$ cat src/rtl/hilo_pkg.sv
// Shared constants for the Hi/Lo sequencing controller: opcodes, FSM states, default engine latencies.
package hilo_pkg;
  localparam logic [2:0] OP_NOP  = 3'd0;
  localparam logic [2:0] OP_MULT = 3'd1;
  localparam logic [2:0] OP_DIV  = 3'd2;
  localparam logic [2:0] OP_MTHI = 3'd3;
  localparam logic [2:0] OP_MTLO = 3'd4;

  localparam int DIV_LAT_DEF  = 32;
  localparam int MULT_LAT_DEF = 33;

  typedef enum logic [1:0] {
    ST_IDLE,
    ST_START,
    ST_WAIT,
    ST_CAPTURE
  } state_t;
endpackage

$ cat src/rtl/hilo_ctrl_if.sv
// Request, result and engine-side signals of the Hi/Lo controller.
interface hilo_ctrl_if;
  logic        op_valid;
  logic [2:0]  op_code;
  logic [31:0] op_a;
  logic [31:0] op_b;
  logic        flush;
  logic        busy;
  logic        done;
  logic        div_zero_exc;
  logic [31:0] hi;
  logic [31:0] lo;
  logic [31:0] eng_a;
  logic [31:0] eng_b;
  logic        eng_div_start;
  logic        eng_mult_start;
  logic        eng_clr;
  logic [31:0] div_hi_in;
  logic [31:0] div_lo_in;
  logic [31:0] mult_hi_in;
  logic [31:0] mult_lo_in;

  // CPU control unit plus the two engines
  modport master (
    output op_valid, op_code, op_a, op_b, flush,
    output div_hi_in, div_lo_in, mult_hi_in, mult_lo_in,
    input  busy, done, div_zero_exc, hi, lo,
    input  eng_a, eng_b, eng_div_start, eng_mult_start, eng_clr
  );

  modport slave (
    input  op_valid, op_code, op_a, op_b, flush,
    input  div_hi_in, div_lo_in, mult_hi_in, mult_lo_in,
    output busy, done, div_zero_exc, hi, lo,
    output eng_a, eng_b, eng_div_start, eng_mult_start, eng_clr
  );
endinterface

$ cat src/rtl/hilo_ctrl.sv
// Launches the divider/multiplier, counts their fixed latency and captures results into Hi/Lo.
// busy spans LAT+2 cycles; op_valid is ignored while busy; flush aborts and clears the engines.
module hilo_ctrl
  import hilo_pkg::*;
#(
  parameter int DIV_LAT  = DIV_LAT_DEF,
  parameter int MULT_LAT = MULT_LAT_DEF,
  parameter int CNT_W    = 6
) (
  input  logic       clk,
  input  logic       reset,
  hilo_ctrl_if.slave bus
);

  state_t            state, state_nxt;
  logic [CNT_W-1:0]  cnt;
  logic              op_is_div;
  logic [31:0]       hi_q, lo_q, eng_a_q, eng_b_q;
  logic              done_q, dz_q, clr_q;
  logic              eng_req;

  always_comb begin
    eng_req   = 1'b0;
    state_nxt = state;
    case (state)
      ST_IDLE: begin
        eng_req = bus.op_valid &&
                  ((bus.op_code == OP_MULT) || ((bus.op_code == OP_DIV) && (bus.op_b != '0)));
        if (eng_req) state_nxt = ST_START;
      end
      ST_START:   state_nxt = ST_WAIT;
      ST_WAIT:    if (cnt == CNT_W'(1)) state_nxt = ST_CAPTURE;
      ST_CAPTURE: state_nxt = ST_IDLE;
      default:    state_nxt = ST_IDLE;
    endcase
    if (bus.flush) state_nxt = ST_IDLE;
  end

  always_ff @(posedge clk or negedge reset) begin
    if (!reset) state <= ST_IDLE;
    else        state <= state_nxt;
  end

  always_ff @(posedge clk or negedge reset) begin
    if (!reset) begin
      cnt       <= '0;
      op_is_div <= 1'b0;
      hi_q      <= '0;
      lo_q      <= '0;
      eng_a_q   <= '0;
      eng_b_q   <= '0;
      done_q    <= 1'b0;
      dz_q      <= 1'b0;
      clr_q     <= 1'b0;
    end else begin
      done_q <= 1'b0;
      dz_q   <= 1'b0;
      clr_q  <= 1'b0;
      if (bus.flush) begin
        clr_q <= (state != ST_IDLE);
      end else begin
        case (state)
          ST_IDLE: begin
            if (bus.op_valid) begin
              case (bus.op_code)
                OP_MULT, OP_DIV: begin
                  // a zero divisor never reaches the engine; it only raises the exception
                  if ((bus.op_code == OP_DIV) && (bus.op_b == '0)) begin
                    dz_q <= 1'b1;
                  end else begin
                    eng_a_q   <= bus.op_a;
                    eng_b_q   <= bus.op_b;
                    op_is_div <= (bus.op_code == OP_DIV);
                  end
                end
                OP_MTHI: begin
                  hi_q   <= bus.op_a;
                  done_q <= 1'b1;
                end
                OP_MTLO: begin
                  lo_q   <= bus.op_a;
                  done_q <= 1'b1;
                end
                OP_NOP:  ;
                default: ;
              endcase
            end
          end
          ST_START: cnt <= op_is_div ? CNT_W'(DIV_LAT) : CNT_W'(MULT_LAT);
          ST_WAIT:  cnt <= cnt - 1'b1;
          ST_CAPTURE: begin
            hi_q   <= op_is_div ? bus.div_hi_in : bus.mult_hi_in;
            lo_q   <= op_is_div ? bus.div_lo_in : bus.mult_lo_in;
            done_q <= 1'b1;
          end
          default: ;
        endcase
      end
    end
  end

  assign bus.busy           = (state != ST_IDLE);
  assign bus.eng_div_start  = (state == ST_START) &&  op_is_div;
  assign bus.eng_mult_start = (state == ST_START) && !op_is_div;
  assign bus.done           = done_q;
  assign bus.div_zero_exc   = dz_q;
  assign bus.eng_clr        = clr_q;
  assign bus.hi             = hi_q;
  assign bus.lo             = lo_q;
  assign bus.eng_a          = eng_a_q;
  assign bus.eng_b          = eng_b_q;

endmodule

$ cat src/flat_wrapper.sv
// flat-port wrapper written by rule: the top's interface ports become plain ports
module hilo_ctrl_flat import hilo_pkg::*;
#(
  parameter int DIV_LAT  = DIV_LAT_DEF,
  parameter int MULT_LAT = MULT_LAT_DEF,
  parameter int CNT_W    = 6
)
  (clk, reset, bus_op_valid, bus_op_code, bus_op_a, bus_op_b, bus_flush, bus_div_hi_in, bus_div_lo_in, bus_mult_hi_in, bus_mult_lo_in, bus_busy, bus_done, bus_div_zero_exc, bus_hi, bus_lo, bus_eng_a, bus_eng_b, bus_eng_div_start, bus_eng_mult_start, bus_eng_clr);
  hilo_ctrl_if bus_i ();
  input  logic clk;
  input  logic reset;
  input wire logic [$bits(bus_i.op_valid)-1:0] bus_op_valid;
  input wire logic [$bits(bus_i.op_code)-1:0] bus_op_code;
  input wire logic [$bits(bus_i.op_a)-1:0] bus_op_a;
  input wire logic [$bits(bus_i.op_b)-1:0] bus_op_b;
  input wire logic [$bits(bus_i.flush)-1:0] bus_flush;
  input wire logic [$bits(bus_i.div_hi_in)-1:0] bus_div_hi_in;
  input wire logic [$bits(bus_i.div_lo_in)-1:0] bus_div_lo_in;
  input wire logic [$bits(bus_i.mult_hi_in)-1:0] bus_mult_hi_in;
  input wire logic [$bits(bus_i.mult_lo_in)-1:0] bus_mult_lo_in;
  output wire logic [$bits(bus_i.busy)-1:0] bus_busy;
  output wire logic [$bits(bus_i.done)-1:0] bus_done;
  output wire logic [$bits(bus_i.div_zero_exc)-1:0] bus_div_zero_exc;
  output wire logic [$bits(bus_i.hi)-1:0] bus_hi;
  output wire logic [$bits(bus_i.lo)-1:0] bus_lo;
  output wire logic [$bits(bus_i.eng_a)-1:0] bus_eng_a;
  output wire logic [$bits(bus_i.eng_b)-1:0] bus_eng_b;
  output wire logic [$bits(bus_i.eng_div_start)-1:0] bus_eng_div_start;
  output wire logic [$bits(bus_i.eng_mult_start)-1:0] bus_eng_mult_start;
  output wire logic [$bits(bus_i.eng_clr)-1:0] bus_eng_clr;
  assign bus_i.op_valid = bus_op_valid;
  assign bus_i.op_code = bus_op_code;
  assign bus_i.op_a = bus_op_a;
  assign bus_i.op_b = bus_op_b;
  assign bus_i.flush = bus_flush;
  assign bus_i.div_hi_in = bus_div_hi_in;
  assign bus_i.div_lo_in = bus_div_lo_in;
  assign bus_i.mult_hi_in = bus_mult_hi_in;
  assign bus_i.mult_lo_in = bus_mult_lo_in;
  assign bus_busy = bus_i.busy;
  assign bus_done = bus_i.done;
  assign bus_div_zero_exc = bus_i.div_zero_exc;
  assign bus_hi = bus_i.hi;
  assign bus_lo = bus_i.lo;
  assign bus_eng_a = bus_i.eng_a;
  assign bus_eng_b = bus_i.eng_b;
  assign bus_eng_div_start = bus_i.eng_div_start;
  assign bus_eng_mult_start = bus_i.eng_mult_start;
  assign bus_eng_clr = bus_i.eng_clr;
  hilo_ctrl #(.DIV_LAT(DIV_LAT), .MULT_LAT(MULT_LAT), .CNT_W(CNT_W)) u_core (.clk(clk), .reset(reset), .bus(bus_i));
endmodule
$ cat config.mk
export PLATFORM = sky130hd
export DESIGN_NAME = hilo_ctrl_flat
export DESIGN_NICKNAME = d
export VERILOG_FILES = /design/src/rtl/hilo_pkg.sv /design/src/rtl/hilo_ctrl_if.sv /design/src/rtl/hilo_ctrl.sv /design/src/flat_wrapper.sv
export SDC_FILE = /design/constraint.sdc
export NUM_CORES = 1
export LEC_CHECK = 0
export CAP_MARGIN = 25
export CORE_MARGIN = 2
export CORE_UTILIZATION = 40
export DETAILED_ROUTE_END_ITERATION = 6
export GPL_TIMING_DRIVEN = 0
export PLACE_DENSITY = 0.81
export SYNTH_ARGS = -nofsm -noshare
export SYNTH_HDL_FRONTEND = slang
export SYNTH_SLANG_ARGS = --single-unit
$ cat constraint.sdc
create_clock -name clk -period 2.9 [get_ports clk]
set_clock_uncertainty 0.1 [all_clocks]
set_input_delay 0.87 -clock clk [delete_from_list [all_inputs] [get_ports clk]]
set_output_delay 0.87 -clock clk [all_outputs]
set_load 0.02 [all_outputs]
==> metrics.txt <==
Mapped Cells 870; hold buffers post-CTS 0; final slew viol count 0; Max Cap Violations 0; count of cell types in the netlist 41; Setup Viol. Count Final 0; global-route wire length before repair 51.2 mm; via count 8859; layout cells sized above 1 16.0%; GRT overflow 0; area delta synth->final 49.2%; antenna violations before repair 2; top cell type's share of synthesized area 39.9%; RSZ-0062 raised after global routing false; 1st-iter DRT viols 687; Hold WS 0.336 ns; yosys warns 0; Final Hold Viols 0; largest net degree at the start of global routing 76; async set-or-reset flop fraction in the synthesized netlist 100%; clk buf depth 2; die area 23100 um^2; Syn Area/Cell 10.1 um^2; Clk Latency, worst-skew pair 0.43 ns; Post-synth EDFFs 0; mapped cell area 8770 um^2; Seq cells post-synth 140; Hold Crit Class primary input to async pin; outcome completed; top-count cell post-synth dfrtp_1; DR vias/cell 5.84; Filler cells 1847; Leak 0.00472 uW; Clock Root Buffer clkbuf_16; Total Routing Usage GR 28.0%; crit end category flop; CP peak stage delay 0.49 ns; worst path arrival time 2.96 ns; first-pass iteration count of the detailed router 6; maximum VDD drop 0.414 mV; Sw Pwr 3710 uW; starting density of the core 40.4%; P_int 5940 uW; combinational power share 47.3%; Sequential Power Share 30.5%; core region area 21700 um^2; # port buffers 332; switch share 38.4%; Final ANT Viol Nets 0; residual DRC count 0; Clk pwr share 22.2%; CTS tree built; placer congestion estimate 0.845; critical-path cell list clkdlybuf4s50_1, or3b_1, a2bb2oi_1, nor2_2, buf_4, mux2_2; Worst path depth 6; Num CTS Buffers 17; number of global-route vias before repair 8989; Syn Nets 1076; critical path class primary input to flop; I/O pin cnt 333; cell row count 54; Total Wirelength 33.1 mm; min cycle time layout 2.75 ns; final net count 1428; actual slew at the worst max-slew pin 0.656 ns; Worst Path Buf+Inv 2; Die Y-Extent 152 um; ys flop type dfrtp_1; biggest area consumer among synthesized cells dfrtp_1; Slew HR 56.3%; period utilization 94.7%; Crit Path Max Fanout 10; synth cell count leaders dfrtp_1, nand4_1, a21oi_1; clock sinks 140; final core utilization 60.3%; Post-DP HPWL 24.6 mm; cell family with most CP delay buffers and inverters; Pwr Total 9640 uW; Die X 152 um; H-tree Lvls 4; Worst path slowest cell clkdlybuf4s50_1; PwrDens 737 nW/um^2; drt wl/cell 21.8 um; critical path data required time 3.11 ns; Clk pin slew, worst setup/hold paths 0.06 ns; CP Launch Type primary input; Fmax achieved 364 MHz; top post-synthesis cells by area dfrtp_1, a221oi_2, mux2i_1, mux2_2, nand4_1; share of the yosys chip area belonging to registers 39.9%; Worst Reg-to-Reg Cells 6
-- cell usage in the layout, fill, tap and decap left out, types with 3 or more instances in the layout --
cell type,Yosys,layout
and2_1,66,66
nor4_1,8,5
a221oi_2,60,60
inv_1,6,6
a221oi_1,4,4
clkinv_2,0,3
a21oi_1,67,67
nand4_1,71,71
buf_4,4,7
o21ai_0,11,11
buf_2,26,26
clkbuf_1,46,42
clkinvlp_4,0,5
clkbuf_16,0,17
mux2i_1,65,65
nand3_1,66,66
nand2_1,40,40
dfrtp_1,140,140
ha_1,7,7
nand2b_1,4,4
mux2_2,53,53
o211ai_1,32,32
nor2b_1,4,4
buf_6,7,9
inv_6,0,3
nor2_1,48,47
nor4_2,0,3
clkdlybuf4s50_1,0,328
mux2_1,11,11
-- layout make-up --
class	instances	area (um^2)	share of cell area (%)
diodes	2	5.00	0.0383
plain buffers	81	414	3.17
clock buffers	19	443	3.39
clock inverters	13	118	0.899
inverters	6	22.5	0.172
multi-input cells	640	4850	37.1
flip-flops and latches	140	3500	26.8
well taps	280	350	2.68
repair buffers	336	3370	25.8
-- metrics by stage --
stage	instance area [um^2]	TNS (ns)	instances	setup slack (ns)
after floorplan	8770	0	870	0.516
after global placement	12400	-774.49	1482	-5.22
after detailed placement	12500	-47.59	1483	-0.589
after CTS	13100	0	1516	0.000155
after global routing	13100	0	1517	0.00863
final	13100	0	1517	0.155
-- flip-flops by register name, indices dropped and copies added, names as in the netlist --
register                 cells
u_core.bus.eng_a            32
u_core.bus.eng_b            32
u_core.bus.hi               32
u_core.bus.lo               32
u_core.cnt                   6
u_core.state                 2
u_core.bus.div_zero_exc      1
u_core.bus.done              1
u_core.bus.eng_clr           1
u_core.op_is_div             1
-- timing repair --
| action | 4_1_cts | 5_1_grt |
|---|---|---|
| pin swaps | 1 | 1 |
| gates resized for setup | 7 | 6 |
| setup buffers | 2 | 1 |
| endpoints found under the setup margin | 38 | 65 |
-- kinds of logic after synthesis --
logic type,Yosys count,share of synthesized area (%)
flip-flops,140,39.9
multiplexers,129,15.6
buffers and inverters,90,4.99
AO/OA/AOI/OAI,183,18.8
AND/OR/NAND/NOR,320,19.5
adder cells (fa/ha/maj),7,0.999
XOR/XNOR,1,0.0999
-- routing by layer --
layer,part of all wire [%],GRT usage (%)
met2,50,47.2
met5,0,0
met3,6.0,5.76
met1,41,35.4
met4,3.2,10.7
-- final timing paths --
path                                       start                   end  slack [ns]
min in group clk                u_core.bus.hi[4]      u_core.bus.hi[4]        0.38
worst min register to register  u_core.bus.hi[4]      u_core.bus.hi[4]        0.38
worst min-delay path                       reset     u_core.bus.hi[25]        0.34
worst max-delay path              bus_op_code[1]      u_core.bus.lo[5]        0.15
max in group asynchronous                  reset  u_core.bus.eng_a[10]        1.54
worst max register to register   u_core.state[1]     u_core.bus.hi[20]        0.26
-- power groups by stage --
stage / logic, uW / clock network [uW] / registers (uW)
after floorplan: 1840 / 0 / 3540
after global placement: 4500 / 0 / 2910
after detailed placement: 4560 / 0 / 2930
after CTS: 4570 / 2160 / 2930
after global routing: 4830 / 2250 / 3010
final: 4560 / 2140 / 2940
Power figures use the tool's default switching activity.
